## src/rtl/clock_pkg.sv

```systemverilog
// Shared encodings for the digital clock: mode values, digit indices and
// active-low seven-segment patterns (bit order g..a).
package clock_pkg;

    typedef enum logic [3:0] {
        S_RESET = 4'd0,
        S_SET   = 4'd1,
        S_START = 4'd3
    } clk_state_e;

    typedef enum logic [2:0] {
        LSB = 3'd0,
        HSB = 3'd1,
        LMB = 3'd2,
        HMB = 3'd3,
        LHB = 3'd4,
        HHB = 3'd5
    } digit_e;

    localparam int NUM_DIGITS = 6;

    localparam logic [6:0] SEG_BLANK = 7'h7F;
    localparam logic [6:0] SEG_DASH  = 7'b0111111;

    localparam logic [6:0] SEG_0 = 7'b1000000;
    localparam logic [6:0] SEG_1 = 7'b1111001;
    localparam logic [6:0] SEG_2 = 7'b0100100;
    localparam logic [6:0] SEG_3 = 7'b0110000;
    localparam logic [6:0] SEG_4 = 7'b0011001;
    localparam logic [6:0] SEG_5 = 7'b0010010;
    localparam logic [6:0] SEG_6 = 7'b0000010;
    localparam logic [6:0] SEG_7 = 7'b1111000;
    localparam logic [6:0] SEG_8 = 7'b0000000;
    localparam logic [6:0] SEG_9 = 7'b0010000;

endpackage

```

## src/rtl/seg7_decode.sv

```systemverilog
// Combinational BCD to active-low seven-segment decoder; non-decimal codes
// show a dash so corrupted counter values are visible rather than misleading.
module seg7_decode
    import clock_pkg::*;
(
    input  logic [3:0] bcd_i,
    output logic [6:0] seg_o
);

    always_comb begin
        // NOTE: assigning a default before the case keeps every path driven, so no latch is inferred.
        seg_o = SEG_DASH;
        case (bcd_i)
            4'd0:    seg_o = SEG_0;
            4'd1:    seg_o = SEG_1;
            4'd2:    seg_o = SEG_2;
            4'd3:    seg_o = SEG_3;
            4'd4:    seg_o = SEG_4;
            4'd5:    seg_o = SEG_5;
            4'd6:    seg_o = SEG_6;
            4'd7:    seg_o = SEG_7;
            4'd8:    seg_o = SEG_8;
            4'd9:    seg_o = SEG_9;
            default: seg_o = SEG_DASH;
        endcase
    end

endmodule

```

## src/rtl/time_display_driver.sv

```systemverilog
// Display stage of the digital clock: six direct 7-seg outputs plus a scanned
// seg/an bus, hour-tens blanking and set-mode blink (blink only when DISPLAY_BLINK_EN).
module time_display_driver
    import clock_pkg::*;
#(
    parameter int BLINK_HALF = 12500000,
    parameter int SCAN_DIV   = 50000
) (
    input  logic        clk,
    input  logic        reset,
    input  logic [3:0]  state,
    input  logic [23:0] currentBits,
    input  logic [2:0]  editDigit,
    output logic [41:0] hexAll,
    output logic [6:0]  seg,
    output logic [5:0]  an
);

    localparam int SCAN_W = (SCAN_DIV > 1) ? $clog2(SCAN_DIV) : 1;

    logic clear;
    logic in_set;
    assign clear  = reset || (state == S_RESET);
    assign in_set = !clear && (state == S_SET);

    logic [NUM_DIGITS-1:0][6:0] raw_pat;
    logic [NUM_DIGITS-1:0][6:0] final_pat;
    logic [NUM_DIGITS-1:0]      blank_sel;

    for (genvar g = 0; g < NUM_DIGITS; g++) begin : g_dec
        seg7_decode u_dec (
            .bcd_i (currentBits[g*4 +: 4]),
            .seg_o (raw_pat[g])
        );
    end

`ifdef DISPLAY_BLINK_EN
    localparam int BLINK_W = (BLINK_HALF > 1) ? $clog2(BLINK_HALF) : 1;

    logic [BLINK_W-1:0] blink_cnt_q, blink_cnt_d;
    logic               hidden_q, hidden_d;
    logic [2:0]         edit_prev_q;
    logic               edit_chg;
    logic               blank_now;

    // A fresh selection is shown at once, even if the old phase was hidden.
    assign edit_chg  = (editDigit != edit_prev_q);
    assign blank_now = in_set && hidden_q && !edit_chg;

    always_comb begin
        blink_cnt_d = '0;
        hidden_d    = 1'b0;
        if (in_set && !edit_chg) begin
            if (blink_cnt_q == BLINK_W'(BLINK_HALF - 1)) begin
                hidden_d = ~hidden_q;
            end else begin
                blink_cnt_d = blink_cnt_q + BLINK_W'(1);
                hidden_d    = hidden_q;
            end
        end
        for (int i = 0; i < NUM_DIGITS; i++) begin
            blank_sel[i] = blank_now && (editDigit == 3'(i));
        end
    end

    always_ff @(posedge clk) begin
        // NOTE: sequential state uses non-blocking assignments so every register samples pre-edge values.
        edit_prev_q <= editDigit;
        if (clear) begin
            blink_cnt_q <= '0;
            hidden_q    <= 1'b0;
        end else begin
            blink_cnt_q <= blink_cnt_d;
            hidden_q    <= hidden_d;
        end
    end
`else
    logic unused_edit;
    assign unused_edit = ^editDigit;
    assign blank_sel   = '0;
`endif

    always_comb begin
        for (int i = 0; i < NUM_DIGITS; i++) begin
            final_pat[i] = blank_sel[i] ? SEG_BLANK : raw_pat[i];
        end
        if (currentBits[23:20] == 4'd0) begin
            final_pat[HHB] = SEG_BLANK;
        end
    end

    logic [SCAN_W-1:0] scan_cnt_q, scan_cnt_d;
    logic [2:0]        scan_idx_q, scan_idx_d;
    logic [6:0]        seg_sel;
    logic [41:0]       hex_all_q;
    logic [6:0]        seg_q;
    logic [5:0]        an_q;

    always_comb begin
        scan_cnt_d = scan_cnt_q + SCAN_W'(1);
        scan_idx_d = scan_idx_q;
        if (scan_cnt_q == SCAN_W'(SCAN_DIV - 1)) begin
            scan_cnt_d = '0;
            scan_idx_d = (scan_idx_q == HHB) ? 3'd0 : scan_idx_q + 3'd1;
        end
        // Select from post-processed patterns so seg always matches hexAll.
        seg_sel = SEG_BLANK;
        for (int i = 0; i < NUM_DIGITS; i++) begin
            if (scan_idx_q == 3'(i)) seg_sel = final_pat[i];
        end
    end

    always_ff @(posedge clk) begin
        if (clear) begin
            scan_cnt_q <= '0;
            scan_idx_q <= 3'd0;
            hex_all_q  <= '1;
            seg_q      <= SEG_BLANK;
            an_q       <= 6'h3F;
        end else begin
            scan_cnt_q <= scan_cnt_d;
            scan_idx_q <= scan_idx_d;
            hex_all_q  <= final_pat;
            seg_q      <= seg_sel;
            an_q       <= ~(6'd1 << scan_idx_q);
        end
    end

    assign hexAll = hex_all_q;
    assign seg    = seg_q;
    assign an     = an_q;

endmodule
```

## config.mk

```make
export PLATFORM = sky130hd
export DESIGN_NAME = time_display_driver
export DESIGN_NICKNAME = d
export VERILOG_FILES = /design/src/rtl/clock_pkg.sv /design/src/rtl/seg7_decode.sv /design/src/rtl/time_display_driver.sv
export SDC_FILE = /design/constraint.sdc
export NUM_CORES = 1
export LEC_CHECK = 0
export CORE_ASPECT_RATIO = 0.75
export CORE_MARGIN = 3
export CORE_UTILIZATION = 47
export CTS_BUF_LIST = sky130_fd_sc_hd__clkbuf_2
export DETAILED_ROUTE_END_ITERATION = 12
export GPL_ROUTABILITY_DRIVEN = 0
export PLACE_DENSITY = 0.83
export SLEW_MARGIN = 20
export SYNTH_ARGS = -nofsm -noshare
export SYNTH_HDL_FRONTEND = slang
export SYNTH_SLANG_ARGS = --single-unit
```

## constraint.sdc

```tcl
create_clock -name clk -period 1.9 [get_ports clk]
set_clock_uncertainty 0.2 [all_clocks]
set_input_delay 0.285 -clock clk [delete_from_list [all_inputs] [get_ports clk]]
set_output_delay 0.285 -clock clk [all_outputs]
set_load 0.01 [all_outputs]
```

==> flow_metrics.py, run 1 <==
metrics = {
    "critical_path": {
        "path_buf_inv": 1,
        "crit_path_max_incr_delay_ns": 0.52,
        "arrival_ns": 1.37,
        "ff2ff_path_depth": 6,
        "startpoint_type": "flip-flop",
        "r2r_start": "scan_cnt_q[1]$_SDFF_PP0_",
        "critPathRequiredTime_ns": 1.41,
        "rrSetupSlack_ns": 0.10,
        "critPathTopFamily": "buffers and inverters",
        "slowest_stage": "clkdlybuf4s50_1",
        "r2r_end": "scan_idx_q[2]$_SDFFE_PP0P_",
        "path_max_fanout": 1,
        "criticalPathCategory": "reg -> out",
        "end_kind": "output pin",
        "worstPathCellList": "clkdlybuf4s50_1",
    },
    "placement": {
        "dp_cells": 709,
        "io_buffers": 84,
        "post-dp-hpwl_mm": 8.62,
    },
    "floorplanning": {
        "die_area_um2": 9260,
        "core_area_um2": 7600,
        "rows": 27,
        "start_util": 0.503,
        "pin_count": 88,
        "die_w_um": 110,
        "dieHeight_um": 84.1,
    },
    "timing": {
        "fmax_mhz": 538,
        "finalCritPeriodShare": 0.978,
        "rsz0062_at_grt": "no",
        "finalHoldViolCount": 0,
        "slew_violations": 0,
        "min_period_ns": 1.86,
        "slew_headroom": 0.711,
        "max_slew.worst_pin.slew_ns": 0.430,
        "setup_viol": 0,
    },
    "layout": {
        "final_common_cell": "buf_4",
        "seqCellArea_um2": 1490,
        "area_delta_synth_final_pct": 42.5,
        "instances_no_fill": 725,
        "diodes": 0,
        "drive_gt1_frac": 0.220,
        "multi_input_area_um2": 2140,
        "nFillCells": 579,
        "final_cell_mix": "90 x buf_4, 66 x dfxtp_1, 53 x nand2_1, 45 x dlygate4sd2_1, 40 x nor2_1",
        "fin_nets": 685,
    },
    "flow_run": {
        "max_cap_violations": 0,
    },
    "synthesis": {
        "syn_inst": 457,
        "ys_ff_latch": 74,
        "synth_edf_count": 0,
        "syn_nets": 522,
        "synthArstFlopShare": 0,
        "syn-cell-area_um2": 3820,
        "ys_seq_area_frac": 0.388,
        "synth.distinct_cells": 53,
        "yosysWarnings": 0,
        "synth_ff_type": "dfxtp_1",
        "avgSynthCellArea_um2": 8.36,
    },
    "routing": {
        "drt_pass1_iterations": 5,
        "wl_per_cell_um": 15.1,
        "ant_nets": 0,
        "viasPerCell": 5.37,
        "drt_iter0_markers": 357,
        "wl_mm": 10.9,
        "vias": 3896,
        "route.detailed.drc": 0,
    },
    "worst_hold_path": {
        "min_to": "scan_cnt_q[0]$_SDFF_PP0_",
        "hold_depth": 1,
        "min-delay-path-class": "reg -> reg",
        "hold_path.startpoint": "scan_cnt_q[0]$_SDFF_PP0_",
    },
    "cts": {
        "clk_pin_slew_worst_paths_ns": 0.18,
        "clk_latency_ns": 0.53,
        "clock-root-buffer": "clkbuf_2",
        "cts_buffers": 9,
        "cts_tree": "done",
        "cts_sinks": 74,
        "clock_path_buffers": 2,
        "htree_num_levels": 3,
    },
    "global_routing": {
        "antenna_found_initial": 0,
        "grt_pass1_vias": 3723,
        "grt_pass1_wl_mm": 17.9,
        "track_usage": 0.244,
        "grt.overflow.total": 0,
        "grt_max_degree": 28,
    },
    "power_and_ir_drop": {
        "peakVddDrop_uv": 366,
        "powerDensity_nw_per_um2": 571,
        "clkPwrFrac": 0.230,
        "p_sw_frac": 0.298,
        "total_power_mw": 3.11,
        "p_leak_nw": 2.37,
        "internal-power_mw": 2.18,
        "pwr-share-seq": 0.534,
        "power_switching_uw": 925,
        "p_comb_frac": 0.236,
    },
    "status": {
        "status": "finished clean",
    },
}
## per-layer routing
layer / GRT usage / vias up / share of wire
li1: - / 1885 / -
met1: 0.323 / 1799 / 0.43
met2: 0.385 / 194 / 0.46
met3: 0.0696 / 18 / 0.084
met4: 0.0671 / 0 / 0.018
met5: 0 / - / 0
## cell usage after synthesis (3+ instances only)
master	instances	area [um2]
nor2_1	41	154
a211o_1	4	35.0
inv_1	24	90.1
ha_1	32	400
nand3b_1	4	30.0
o211ai_1	5	37.5
xor2_1	6	52.6
nand4_1	5	31.3
a21o_1	6	45.0
clkbuf_1	12	45.0
a22oi_1	3	22.5
o21ai_0	34	170
nand2_1	53	199
xnor2_1	9	78.8
and3_1	3	18.8
nor3_1	12	60.1
nand3_1	14	70.1
o22ai_1	7	43.8
a21oi_1	19	95.1
buf_2	6	30.0
o31ai_1	3	22.5
nor2b_1	14	87.6
mux2_2	4	45.0
or2_2	5	31.3
nand2b_1	14	87.6
dfxtp_1	74	1480
o31a_1	3	26.3
buf_4	6	45.0
## area by class of cell
| class | instances | area share |
|---|---|---|
| well taps | 101 | 0.0232 |
| repair buffers | 176 | 0.280 |
| inverters | 25 | 0.0172 |
| multi-input cells | 334 | 0.392 |
| clock buffers | 11 | 0.0101 |
| clock inverters | 4 | 0.00368 |
| flip-flops and latches | 74 | 0.274 |
## registers in the layout, summed over array words and instances, names as in the netlist
| register | cells |
|---|---|
| an | 6 |
| scan_cnt_q | 16 |
| scan_idx_q | 3 |
| seg | 7 |
| hexAll | 42 |
## through the flow
stage	TNS [ns]	hold slack, ns	area, um2	setup slack [ns]	utilization
floorplan	0	0.212	3820	0.00804	-
global placement	-6.92	0.226	5380	-0.374	0.707
detailed placement	-8.64	0.233	5380	-0.454	0.707
CTS	0	0.256	5400	0.0000564	0.711
global route	0	0.239	5450	0.000286	0.716
finish	0	0.222	5450	0.0419	0.716
## how the worst max path moves through the flow
stage / start / endpoint / slack (ns) / depth (start not counted)
2_1_floorplan: scan_idx_q[1]$_SDFFE_PP0P_ / seg[6]$_SDFF_PP1_ / 0.008 / 9
4_1_cts: hexAll[36]$_SDFF_PP1_ / hexAll[36] / 0.00006 / 1
3_3_place_gp: currentBits[4] / seg[5]$_SDFF_PP1_ / -0.37 / 8
5_1_grt: hexAll[7]$_SDFF_PP1_ / hexAll[7] / 0.0003 / 1
6_report: hexAll[7]$_SDFF_PP1_ / hexAll[7] / 0.04 / 1
3_5_place_dp: currentBits[16] / seg[0]$_SDFF_PP1_ / -0.45 / 8
## kinds of logic (layout without fill, tap and decap cells)
logic type	after synthesis	count (layout)	share of synthesized area
compound gates	101	101	0.168
mux	5	5	0.0144
fa+ha+maj	32	32	0.105
simple gates	181	181	0.235
buf+inv	49	216	0.0560
flops	74	74	0.388
xor+xnor	15	15	0.0344
## power groups by stage
stage          clock [mW]  sequential, mW  combinational [mW]
2_1_floorplan           0            1.73               0.270
3_3_place_gp            0            1.69               0.741
3_5_place_dp            0            1.69               0.766
4_1_cts             0.721            1.66               0.729
5_1_grt             0.789            1.67               0.796
6_report            0.715            1.66               0.733
## timing repair
action	in CTS	in global routing
resized for setup	50	15
endpoints found under the setup margin	45	18
hold endpoints to repair	0	0
buffers inserted	0	1
hold buffers	0	0
Note: power is estimated with default switching activity, not from simulation.
==> run 2: changes to the inputs <==
--- a/config.mk
+++ b/config.mk
@@ -7,7 +7,7 @@
 export LEC_CHECK = 0
 export CORE_ASPECT_RATIO = 0.75
 export CORE_MARGIN = 3
-export CORE_UTILIZATION = 47
+export CORE_UTILIZATION = 48
 export CTS_BUF_LIST = sky130_fd_sc_hd__clkbuf_2
 export DETAILED_ROUTE_END_ITERATION = 12
 export GPL_ROUTABILITY_DRIVEN = 0
@@ -15,4 +15,5 @@
 export SLEW_MARGIN = 20
 export SYNTH_ARGS = -nofsm -noshare
 export SYNTH_HDL_FRONTEND = slang
+export SYNTH_HIERARCHICAL = 1
 export SYNTH_SLANG_ARGS = --single-unit
==> run 2 against run 1 <==
Net effect: non-clock buffer count decreased by 33; routed wire length decreased by 5.3%; hold slack improved by 0.15 ns; first-iteration DRC count decreased by 50%; total power increased by 2.0%; fmax increased by 3.3%; die area increased by 7.2%; synthesized cell count increased by 0.88%; area after synthesis increased by 10%; highest routed layer unchanged; global-route usage decreased by 2.7 points; critical path depth increased by 7.
==> flow_metrics.py, run 2 <==
metrics = {
    "status": {
        "status": "finished clean",
    },
    "layout": {
        "design_area_um2": 5510,
        "drive_gt1_frac": 0.202,
        "largest_reg_flops": 42,
        "area_delta_synth_final_pct": 31.1,
        "final_common_cell": "dfxtp_1",
        "final_cell_mix": "60 x dfxtp_1, 58 x buf_4, 55 x dlygate4sd2_1, 43 x or3_1, 32 x nor2_1",
        "diodes": 0,
        "fin_nets": 650,
    },
    "routing": {
        "viasPerCell": 5.31,
        "highest_layer": "met4",
        "drt_iter0_markers": 178,
        "route.met3.wl_um": 676,
        "route.detailed.drc": 0,
        "wl_met1_mm": 4.76,
        "vias": 3693,
        "wl_met2_mm": 4.74,
        "wl_per_cell_um": 14.9,
        "ant_nets": 0,
        "wl_mm": 10.4,
        "drt_pass1_iterations": 6,
    },
    "power_and_ir_drop": {
        "power_switching_uw": 984,
        "p_comb_frac": 0.217,
        "p_leak_nw": 2.34,
        "powerDensity_nw_per_um2": 576,
        "peakVddDrop_uv": 371,
        "pwr-share-seq": 0.526,
        "total_power_mw": 3.17,
        "p_sw_frac": 0.311,
        "internal-power_mw": 2.19,
        "clkPwrFrac": 0.258,
    },
    "critical_path": {
        "arrival_ns": 2.04,
        "rrSetupSlack_ns": 0.13,
        "criticalPathCategory": "in -> reg",
        "ff2ff_path_depth": 5,
        "path_max_fanout": 3,
        "critPathRequiredTime_ns": 2.14,
        "crit_path_max_incr_delay_ns": 0.48,
        "r2r_start": "scan_cnt_q[0]$_SDFF_PP0_",
        "worstSetupStartpoint": "currentBits[8]",
        "cp.depth": 8,
        "startpoint_type": "primary input",
        "cp_common_cell": "a31oi_1",
        "end_kind": "flip-flop",
        "critPathTopFamily": "compound AO/OA/AOI/OAI gates",
        "worstPathCellList": "clkdlybuf4s50_1, inv_1, ha_1, or2b_1, a31oi_1, a31oi_1, and3_1, o311ai_1",
        "path_buf_inv": 2,
        "crit_end": "seg[4]$_SDFF_PP1_",
        "r2r_end": "scan_idx_q[2]$_SDFFE_PP0N_",
        "slowest_stage": "clkdlybuf4s50_1",
    },
    "placement": {
        "dpl_cell_area_um2": 5450,
        "io_buffers": 84,
        "post-dp-hpwl_mm": 8.17,
        "dp_slack_ns": -0.488,
    },
    "timing": {
        "slew_violations": 0,
        "finalHoldViolCount": 0,
        "setup_viol": 0,
        "finalSetupTns_ns": 0,
        "hold_ws_ns": 0.370,
        "slew_headroom": 0.724,
        "fmax_mhz": 556,
        "min_period_ns": 1.80,
        "max_slew.worst_pin.slew_ns": 0.411,
        "finalCritPeriodShare": 0.947,
        "setup_ws_ns": 0.101,
        "rsz0062_at_grt": "no",
    },
    "floorplanning": {
        "rows": 28,
        "dieHeight_um": 87.0,
        "core_area_um2": 8200,
        "die_w_um": 114,
        "pin_count": 88,
        "die_area_um2": 9920,
        "start_util": 0.512,
    },
    "global_routing": {
        "antenna_found_initial": 0,
        "grt.overflow.total": 0,
        "grt_pass1_vias": 3665,
        "grt_pass1_wl_mm": 17.3,
        "track_usage": 0.216,
        "grt_max_degree": 36,
    },
    "synthesis": {
        "synth.distinct_cells": 50,
        "yosysWarnings": 6,
        "synth_area_leaders": "dfxtp_1 35%, ha_1 9.5%, or3_1 6.4%, nor2_1 2.9%, buf_6 2.9%",
        "yosysTopAreaCell": "dfxtp_1",
        "synth_ff_type": "dfxtp_1",
        "syn-cell-area_um2": 4200,
        "yosysMostFrequentCell": "dfxtp_1",
        "synth.top_cells.by_count": "74 x dfxtp_1, 43 x or3_1, 33 x nor2_1, 32 x ha_1, 28 x inv_1",
        "synth_edf_count": 0,
        "synthArstFlopShare": 0,
        "ys_ff_latch": 74,
        "synth_top_area_frac": 0.353,
        "avgSynthCellArea_um2": 9.11,
        "syn_inst": 461,
        "syn_nets": 526,
        "ys_seq_area_frac": 0.353,
    },
    "cts": {
        "clk_latency_ns": 0.54,
        "cts_sinks": 74,
        "clock-root-buffer": "clkbuf_2",
        "htree_num_levels": 3,
        "clock_path_buffers": 2,
        "cts_buffers": 9,
        "cts_tree": "done",
        "clk_pin_slew_worst_paths_ns": 0.22,
    },
    "worst_hold_path": {
        "min-delay-path-class": "reg -> reg",
    },
    "flow_run": {
        "max_cap_violations": 0,
    },
}
## run 2: power groups by stage
stage	registers (mW)	logic, mW	clock network, mW
after detailed placement	1.70	0.734	0
final	1.67	0.687	0.817
after global placement	1.70	0.715	0
after CTS	1.67	0.685	0.848
after floorplan	1.74	0.312	0
after global routing	1.68	0.754	0.915
## run 2: layer usage
| layer | vias to the layer above | global-route usage |
|---|---|---|
| met5 | - | 0 |
| met4 | 0 | 0.0658 |
| met3 | 23 | 0.0542 |
| met2 | 117 | 0.358 |
| met1 | 1696 | 0.280 |
| li1 | 1857 | - |
## run 2: cell type report
cell class	count	area, um2
fill	658	2690
multi-input combinational	329	2440
sequential	74	1500
timing repair buffer	143	1230
tap	105	131
inverter	28	105
clock inverter	7	61.3
clock buffer	9	45.0
## run 2: cell families (layout without fill, tap and decap cells)
kind of cell | count (synthesis) | in the layout | share of synthesized area
AOI/OAI and AO/OA | 79 | 79 | 0.127
xor gates and xnor gates | 15 | 15 | 0.0313
adders and majority gates | 32 | 32 | 0.0953
buffers and inverters | 58 | 187 | 0.0739
DFF | 74 | 74 | 0.353
muxes | 7 | 7 | 0.0167
and+or+nand+nor | 196 | 196 | 0.304
## run 2: per-stage QoR
stage,util,std cells
finish,0.672,695
global route,0.672,695
CTS,0.671,695
detailed placement,0.664,679
global placement,0.664,679
floorplan,-,461
## run 2: how the worst min path moves through the flow
stage / to / cells past startpoint / startpoint
global route: an[4]$_SDFF_PP1_ / 3 / reset
floorplan: scan_cnt_q[0]$_SDFF_PP0_ / 1 / scan_cnt_q[0]$_SDFF_PP0_
global placement: scan_cnt_q[15]$_SDFF_PP0_ / 2 / scan_cnt_q[15]$_SDFF_PP0_
detailed placement: scan_cnt_q[15]$_SDFF_PP0_ / 2 / scan_cnt_q[15]$_SDFF_PP0_
CTS: an[2]$_SDFF_PP1_ / 3 / reset
finish: scan_cnt_q[15]$_SDFF_PP0_ / 2 / scan_cnt_q[15]$_SDFF_PP0_
## run 2: timing repair
action / CTS / global route
pin swaps: 0 / 0
buffers inserted: 0 / 0
setup endpoints to repair: 55 / 3
hold buffers: 0 / 0
gates resized for setup: 68 / 4
## run 2: worst reg2reg max path: cells and delay by family, from the launching register on
family	cells	cell delay, ns
AOI/OAI and AO/OA	2	0.46
and+or+nand+nor	2	0.47
DFF	1	0.38
adders and majority gates	1	0.22
